[src/rtl/lbfr_read_ctrl.sv]
// lbfr_read_ctrl: arbitrated line-buffer read controller producing framed payload beats.
// Optional CRC-16 trailer beat is built when LBFR_READ_CTRL_CRC_EN is defined.
module lbfr_read_ctrl #(
  parameter int TX_DATA_WIDTH = 32,
  parameter int SHORT_WC      = 64
) (
  input  logic                       tx_clk_i,
  input  logic                       reset_tx_n_i,
  input  logic                       line_pend_i,
  input  logic [15:0]                wc_i,
  input  logic                       lbfr_halffull_i,
  input  logic                       empty_i,
  input  logic                       word_valid_i,
  input  logic                       lbf_lastwd_i,
  input  logic [TX_DATA_WIDTH-1:0]   byte_i,
  input  logic                       tx_gnt_i,
  output logic                       tx_req_o,
  output logic                       hdr_rd_lbfr_en_o,
  output logic [15:0]                hdr_wdcnt_o,
  output logic                       lp_en_o,
  output logic [TX_DATA_WIDTH-1:0]   data_o,
  output logic                       data_en_o,
  output logic [TX_DATA_WIDTH/8-1:0] data_be_o,
  output logic                       pkt_end_o,
  output logic                       err_o
);
  localparam int BYTES = TX_DATA_WIDTH / 8;
  localparam int SH    = $clog2(BYTES);

  typedef enum logic [2:0] {
    S_IDLE, S_REQ, S_RD, S_PAYLOAD,
`ifdef LBFR_READ_CTRL_CRC_EN
    S_CRC,
`endif
    S_DONE
  } state_t;

  state_t             state_q, state_d;
  logic [15:0]        wc_q, wc_d, rd_q, rd_d, cnt_q, cnt_d;
  logic [TX_DATA_WIDTH-1:0] data_q, data_d;
  logic               en_q, en_d, end_q, end_d, err_q, err_d;
  logic [BYTES-1:0]   be_q, be_d, be_last;
  logic [15:0]        rd_words, rem;
  logic               start, last_word;
`ifdef LBFR_READ_CTRL_CRC_EN
  logic [15:0]        crc_q, crc_d;

  // Reflected CRC-16 (0x8408) folded over the enabled bytes of one word, LSB first.
  function automatic logic [15:0] crc_upd(input logic [15:0] crc, input logic [TX_DATA_WIDTH-1:0] d,
                                          input logic [BYTES-1:0] be);
    logic [15:0] c;
    c = crc;
    for (int i = 0; i < BYTES; i++) begin
      if (be[i]) begin
        c = c ^ {8'h00, d[8*i +: 8]};
        for (int j = 0; j < 8; j++) c = c[0] ? ((c >> 1) ^ 16'h8408) : (c >> 1);
      end
    end
    return c;
  endfunction
`endif

  // Widen before rounding up so a 0xFFFF count cannot overflow the word count.
  assign rd_words  = 16'(({1'b0, wc_i} + 17'(BYTES - 1)) >> SH);
  assign rem       = wc_q & 16'(BYTES - 1);
  assign be_last   = (rem == 16'd0) ? '1 : BYTES'((32'd1 << rem) - 32'd1);
  assign last_word = (cnt_q + 16'd1 == rd_q);
  assign start     = line_pend_i && (lbfr_halffull_i || (32'(wc_i) <= SHORT_WC && !empty_i));

  // Next-state, line bookkeeping and the one-cycle-delayed output beat.
  always_comb begin
    state_d = state_q;
    wc_d    = wc_q;
    rd_d    = rd_q;
    cnt_d   = cnt_q;
    data_d  = data_q;
    en_d    = 1'b0;
    be_d    = '0;
    end_d   = 1'b0;
    err_d   = err_q;
`ifdef LBFR_READ_CTRL_CRC_EN
    crc_d   = crc_q;
`endif
    case (state_q)
      S_IDLE: if (start) state_d = S_REQ;
      S_REQ: begin
        if (!line_pend_i) state_d = S_IDLE;
        else if (tx_gnt_i) begin
          state_d = S_RD;
          wc_d    = wc_i;
          rd_d    = rd_words;
          cnt_d   = 16'd0;
`ifdef LBFR_READ_CTRL_CRC_EN
          crc_d   = 16'hFFFF;
`endif
        end
      end
      S_RD: begin
        if (wc_q != 16'd0) state_d = S_PAYLOAD;
        else begin
`ifdef LBFR_READ_CTRL_CRC_EN
          state_d = S_CRC;
`else
          state_d = S_DONE;
          en_d    = 1'b1;
          end_d   = 1'b1;
`endif
        end
      end
      S_PAYLOAD: begin
        if (word_valid_i) begin
          data_d = byte_i;
          en_d   = 1'b1;
          be_d   = last_word ? be_last : '1;
          cnt_d  = cnt_q + 16'd1;
          if (lbf_lastwd_i && !last_word) err_d = 1'b1;
`ifdef LBFR_READ_CTRL_CRC_EN
          crc_d  = crc_upd(crc_q, byte_i, be_d);
          if (last_word) state_d = S_CRC;
`else
          end_d  = last_word;
          if (last_word) state_d = S_DONE;
`endif
        end
      end
`ifdef LBFR_READ_CTRL_CRC_EN
      S_CRC: begin
        data_d  = TX_DATA_WIDTH'(crc_q);
        be_d    = BYTES'(3);
        en_d    = 1'b1;
        end_d   = 1'b1;
        state_d = S_DONE;
      end
`endif
      S_DONE:  state_d = S_IDLE;
      default: state_d = S_IDLE;
    endcase
    if (word_valid_i && state_q != S_PAYLOAD) err_d = 1'b1;
  end

  // State and datapath registers; reset aborts any packet in flight.
  always_ff @(posedge tx_clk_i or negedge reset_tx_n_i) begin
    if (!reset_tx_n_i) begin
      state_q <= S_IDLE;
      wc_q    <= '0;
      rd_q    <= '0;
      cnt_q   <= '0;
      data_q  <= '0;
      en_q    <= 1'b0;
      be_q    <= '0;
      end_q   <= 1'b0;
      err_q   <= 1'b0;
`ifdef LBFR_READ_CTRL_CRC_EN
      crc_q   <= '0;
`endif
    end else begin
      state_q <= state_d;
      wc_q    <= wc_d;
      rd_q    <= rd_d;
      cnt_q   <= cnt_d;
      data_q  <= data_d;
      en_q    <= en_d;
      be_q    <= be_d;
      end_q   <= end_d;
      err_q   <= err_d;
`ifdef LBFR_READ_CTRL_CRC_EN
      crc_q   <= crc_d;
`endif
    end
  end

  assign tx_req_o         = (state_q != S_IDLE) && (state_q != S_DONE);
  assign hdr_rd_lbfr_en_o = (state_q == S_RD) && (wc_q != 16'd0);
  assign lp_en_o          = hdr_rd_lbfr_en_o || (state_q == S_PAYLOAD);
  assign hdr_wdcnt_o      = wc_q;
  assign data_o           = data_q;
  assign data_en_o        = en_q;
  assign data_be_o        = be_q;
  assign pkt_end_o        = end_q;
  assign err_o            = err_q;
endmodule

[config.mk]
export PLATFORM = sky130hd
export DESIGN_NAME = lbfr_read_ctrl
export DESIGN_NICKNAME = d
export VERILOG_FILES = /design/src/rtl/lbfr_read_ctrl.sv
export SDC_FILE = /design/constraint.sdc
export NUM_CORES = 1
export LEC_CHECK = 0
export CAP_MARGIN = 20
export CORE_ASPECT_RATIO = 2
export CORE_UTILIZATION = 50
export DETAILED_ROUTE_END_ITERATION = 10
export GPL_TIMING_DRIVEN = 0
export PLACE_DENSITY = 0.81
export SLEW_MARGIN = 20
export SYNTH_ARGS = -nofsm -noshare
export SYNTH_HDL_FRONTEND = slang
export SYNTH_SLANG_ARGS = --single-unit
[constraint.sdc]
create_clock -name tx_clk_i -period 4.8 [get_ports tx_clk_i]
set_clock_uncertainty 0.1 [all_clocks]
set_input_delay 0.72 -clock tx_clk_i [delete_from_list [all_inputs] [get_ports tx_clk_i]]
set_output_delay 0.72 -clock tx_clk_i [all_outputs]
set_load 0.01 [all_outputs]
==> results of run 1 <==
cell usage in the layout, fill, tap and decap left out, types with 3 or more instances in the layout:
cell               n
nor3_1             4
xor2_1            13
a31oi_1            5
buf_1              3
xnor2_1           19
clkbuf_1          16
nand2_1          135
nor2b_1            3
a211oi_1           4
o21a_1             3
clkbuf_16          9
ha_1               3
nor4_1             8
a21oi_1            9
nand3_1           13
nor2_1            17
mux2_2            14
clkdlybuf4s50_1  112
and3_1             3
dfrtp_1           89
o31ai_1           10
or4_1              3
buf_2              8
o21ai_0           38
inv_1              8
nand4_1            6
and2_1             5
and4_1             4
path summary, 6_finish.rpt:
kind,end,slack [ns],cells after the start
max,lp_en_o,1.04,7
max reg2reg,state_q[0],1.60,8
max in group asynchronous,hdr_wdcnt_o[14],3.69,2
min,data_be_o[0],0.28,1
min reg2reg,data_o[25],0.37,2
min in group tx_clk_i,data_o[25],0.37,2
area by class of cell:
| cell class | instances | area share |
|---|---|---|
| clock buffer | 10 | 0.0396 |
| tap | 100 | 0.0207 |
| buffer | 28 | 0.0197 |
| clock inverter | 6 | 0.0120 |
| timing repair buffer | 114 | 0.192 |
| inverter | 8 | 0.00498 |
| multi-input combinational | 356 | 0.342 |
| sequential | 89 | 0.369 |
cells by family (layout without fill, tap and decap cells):
| kind of cell | Yosys count | after routing | synth area share |
|---|---|---|---|
| flip-flops | 89 | 89 | 0.501 |
| buffers and inverters | 36 | 166 | 0.0335 |
| XOR/XNOR | 32 | 32 | 0.0631 |
| adder cells (fa/ha/maj) | 3 | 3 | 0.00845 |
| multiplexers | 14 | 14 | 0.0355 |
| AND/OR/NAND/NOR | 219 | 219 | 0.232 |
| AO/OA/AOI/OAI | 88 | 88 | 0.126 |
sequential cells by signal, summed over array words and instances, names as in the netlist:
signal,count
data_en_o,1
data_be_o,4
rd_q,15
pkt_end_o,1
hdr_wdcnt_o,16
state_q,3
data_o,32
cnt_q,16
err_o,1
per-layer routing:
metal	global-route usage	routed length, um	vias up
met1	0.307	4410	1998
met5	0	0	-
met3	0.0438	430	38
li1	-	-	1925
met2	0.505	6980	118
met4	0.172	538	0
worst max-delay path: stages (launching register included):
cell and delay, ns:
dfrtp_1 0.40, inv_1 0.06, ha_1 0.22, nor4b_1 0.16, nand4_1 0.14, nor4bb_1 0.87, nand2b_1 0.20, clkdlybuf4s50_1 0.55
where the power goes:
group | total (W) | internal [W] | switching (W)
Combinational | 0.00130 | 0.000672 | 0.000632
Sequential | 0.00121 | 0.00102 | 0.000190
Clock | 0.000731 | 0.000425 | 0.000306
Total | 0.00324 | 0.00212 | 0.00113
metrics by stage:
step | cells | util | power, W | area (um2)
5_1_grt | 711 | 0.698 | 0.00342 | 6030
3_5_place_dp | 695 | 0.662 | 0.00252 | 5720
2_1_floorplan | 481 | - | 0.00182 | 4440
4_1_cts | 711 | 0.698 | 0.00326 | 6030
3_3_place_gp | 694 | 0.659 | 0.00246 | 5700
6_report | 711 | 0.698 | 0.00324 | 6030
==> metrics.cfg, run 1 <==
[global_routing]
grt_pass1_vias = 4059
grt_pass1_wl_um = 19500
grt_max_degree = 47
grt_usage = 0.287
grt_overflow_total = 0
antenna_found_initial = 0

[clock_network]
cts_tree = built
post_cts_resize_count = 0
htreeDepth = 3
clock-root-buffer = clkbuf_16
cts_buffers = 9
post_cts_buffers = 0
clockBufferDepth = 2
cts.sink_count = 89
postCtsHoldBufs = 0
clock_latency_ns = 0.35
clk_pin_slew_worst_paths_ns = 0.07

[timing]
fmax_ghz = 0.266
whs_ns = 0.276
period_needed_ns = 3.76
setup_viol_count_final = 0
rsz0062_at_grt = false
slew-limit-headroom = 0.338
worstMarginPinSlew_ns = 0.980
hold_viol = 0
min_period_over_period = 0.783
tns_ns = 0
setup_slack_ns = 1.04
drv_slew = 0

[setup_path]
crit_path_end_kind = output port
crit_path_start = hdr_wdcnt_o[0]
critPathKind = flop to output port
cp-start-kind = flop
r2r_start = cnt_q[1]
crit_arrival_ns = 2.94
required_ns = 3.98
cp_max_fo = 6

[detailed_routing]
first_pass_iters = 5
drcViolationCount = 0
viasPerCell = 5.74
num_vias = 4079
totalWireLength_um = 12400
wl_per_cell_um = 17.4
antenna_left = 0
drtIter0Drc = 247

[layout]
antenna_cells = 0
fill_cells = 670
nNetsFinal = 665
register_area_um2 = 2230
area_growth_pct = 35.9
post_route_cells_drive_above_1_share = 0.0867
multiInputGateArea_um2 = 2070

[synthesis]
ys_warn_count = 0
yosysTopAreaCellShare = 0.501
ys_ff_latch = 89
synth-async-reset-ratio = 1.00
avgSynthCellArea_um2 = 9.23
synth_area_leaders = dfrtp_1, nand2_1, o21ai_0
synth_commonest_cells = nand2_1, dfrtp_1, o21ai_0
synth_cell_types = 56
yosys.area.top_type = dfrtp_1
synth_most_common_cell = nand2_1
synthesis.nets = 540
synthCells = 481
synth_ff_type = dfrtp_1
synth_edf_count = 0
synth_area_um2 = 4440
ys_seq_area_frac = 0.501

[floorplanning]
ioPinCount = 114
start_util = 0.514
die-area_um2 = 9290
die_y_um = 135
die_width_um = 68.6
num_rows = 48
coreArea_um2 = 8650

[placement]
hpwl_um = 9420
io_buffers = 113
place_ws_ns = 1.44
place.gp.congestion = 0.910

[run]
drv.max_cap_violation_count = 0

[min_path]
hp-class = primary input to asynchronous set/reset pin

[power]
powerDensity_nw_per_um2 = 538
p_leak_nw = 2.66
vdd_ir_drop_max_uv = 362

[status]
outcome = complete, no violations

Power figures use the tool's default switching activity.
==> run 2: changes to the inputs <==
- CORE_UTILIZATION: 50 -> 49
- PLACE_DENSITY: 0.81 -> 0.8
- clock period: 4.8 -> 3.7 ns (I/O delays scaled with it)
==> metrics.cfg, run 2 (synthesis gave the netlist of run 1 again) <==
[placement]
dpl.cell_count = 695  ; unchanged
io_buffers = 113  ; unchanged
hpwl_um = 9090  ; -3.5%
place.gp.congestion = 0.909  ; -0.14%
place_ws_ns = 0.582  ; -0.853 ns

[timing]
rsz0062_at_grt = false
whs_ns = 0.0761  ; -0.200 ns
hold_viol = 0  ; unchanged
fmax_ghz = 0.283
drv_slew = 0  ; unchanged
slew-limit-headroom = 0.394  ; +0.0562
min_period_over_period = 0.956
worstMarginPinSlew_ns = 0.896  ; -0.0832 ns
setup_slack_ns = 0.164  ; -0.879 ns
tns_ns = 0  ; unchanged
setup_viol_count_final = 0  ; unchanged
period_needed_ns = 3.54

[power]
powerDensity_nw_per_um2 = 688  ; +28%
power.total_w = 0.00414  ; +28%
p_leak_nw = 2.64  ; -0.75%
vdd_ir_drop_max_uv = 488  ; +35%

[layout]
mostFrequentLayoutCell = nand2_1
largest_reg_flops = 32  ; unchanged
fin_cells = 710  ; -0.14%
final_cell_mix = nand2_1, clkdlybuf4s50_1, dfrtp_1
area_growth_pct = 35.5
fill_cells = 673  ; +0.45%
multiInputGateArea_um2 = 2070  ; unchanged
register_area_um2 = 2230  ; unchanged
nNetsFinal = 665  ; unchanged
post_route_cells_drive_above_1_share = 0.0852  ; -0.00150
antenna_cells = 0  ; unchanged

[clock_network]
post_cts_buffers = 0  ; unchanged
post_cts_resize_count = 0  ; unchanged
cts_buffers = 9  ; unchanged
cts_tree = built
postCtsHoldBufs = 0  ; unchanged
cts.sink_count = 89  ; unchanged
clockBufferDepth = 2  ; unchanged
clock_latency_ns = 0.34  ; about the same
clk_pin_slew_worst_paths_ns = 0.06  ; about the same
clock-root-buffer = clkbuf_16
htreeDepth = 3  ; unchanged

[setup_path]
crit_arrival_ns = 2.88  ; -0.06 ns
cp_top_family = simple AND/OR/NAND/NOR gates
worstPathCellList = inv_1 > ha_1 > nor4b_1 > nand4_1 > nor4bb_1 > nand2b_1 > clkdlybuf4s50_1
crit_buf_inv = 2  ; unchanged
cp-start-kind = flop
cp_max_fo = 6  ; unchanged
crit_path_end_kind = output port
crit_slowest_cell = nor4bb_1
required_ns = 3.04  ; -0.94 ns
critPathKind = flop to output port
slowest_delay_ns = 0.81  ; -0.06 ns

[global_routing]
grt_max_degree = 53  ; +13%
grt_usage = 0.257  ; -0.0300
grt_busiest_layer = met2
use_met1 = 0.281  ; -0.0259
antenna_found_initial = 0  ; unchanged
grt_pass1_vias = 3973  ; -2.1%
grt_overflow_total = 0  ; unchanged
grt_use_met2 = 0.461  ; -0.0437
grtUsageMet3 = 0.0412  ; -0.00253
grt_pass1_wl_um = 19100  ; -2.4%

[floorplanning]
die_y_um = 137  ; +1.0%
coreArea_um2 = 8710  ; +0.69%
num_rows = 48  ; unchanged
die_width_um = 69.3  ; +0.99%
ioPinCount = 114  ; unchanged
start_util = 0.510  ; -0.00354
die-area_um2 = 9470  ; +2.0%

[detailed_routing]
viasPerCell = 5.69  ; -0.79%
first_pass_iters = 5  ; unchanged
wl_per_cell_um = 16.8  ; -3.3%
num_vias = 4041  ; -0.93%
antenna_left = 0  ; unchanged
drtIter0Drc = 381  ; +54%
totalWireLength_um = 11900  ; -3.4%
drcViolationCount = 0  ; unchanged

[status]
outcome = complete, no violations

[min_path]
hp-class = primary input to asynchronous set/reset pin

[run]
drv.max_cap_violation_count = 0  ; unchanged

[run 2: worst paths after layout]
| check | slack [ns] | cells past startpoint | endpoint | from |
|---|---|---|---|---|
| worst max-delay path | 0.16 | 7 | lp_en_o | hdr_wdcnt_o[0] |
| max in group asynchronous | 2.80 | 2 | cnt_q[1] | reset_tx_n_i |
| worst min-delay path | 0.08 | 1 | cnt_q[10] | reset_tx_n_i |
| worst max register to register | 0.55 | 8 | state_q[0] | cnt_q[1] |
| worst min register to register | 0.37 | 2 | data_o[17] | data_o[17] |
| min in group tx_clk_i | 0.37 | 2 | data_o[17] | data_o[17] |
[run 2: stage by stage]
stage               utilization  cell area (um2)
floorplan                     -             4440
CTS                       0.691             6020
finish                    0.691             6020
global placement          0.654             5700
detailed placement        0.657             5720
global route              0.691             6020
[run 2: area by class of cell]
cell class | count | area share
clock buffers | 9 | 0.0374
clock inverters | 6 | 0.0114
inverters | 8 | 0.00499
multi-input cells | 356 | 0.343
repair buffers | 114 | 0.192
plain buffers | 28 | 0.0198
flip-flops and latches | 89 | 0.370
well taps | 100 | 0.0208
[run 2: report_power, final]
| group | leakage (nW) | internal, W | switching (W) | total (W) |
|---|---|---|---|---|
| logic | 1.37 | 0.000870 | 0.000805 | 0.00168 |
| registers | 1.14 | 0.00132 | 0.000235 | 0.00156 |
| clock network | 0.135 | 0.000522 | 0.000383 | 0.000905 |
[run 2: metal layers]
metal	vias up	wire length [um]	part of all wire
met5	-	0	0
met4	0	532	0.045
met3	41	503	0.042
met1	1921	4320	0.36
li1	1917	-	-
met2	162	6580	0.55
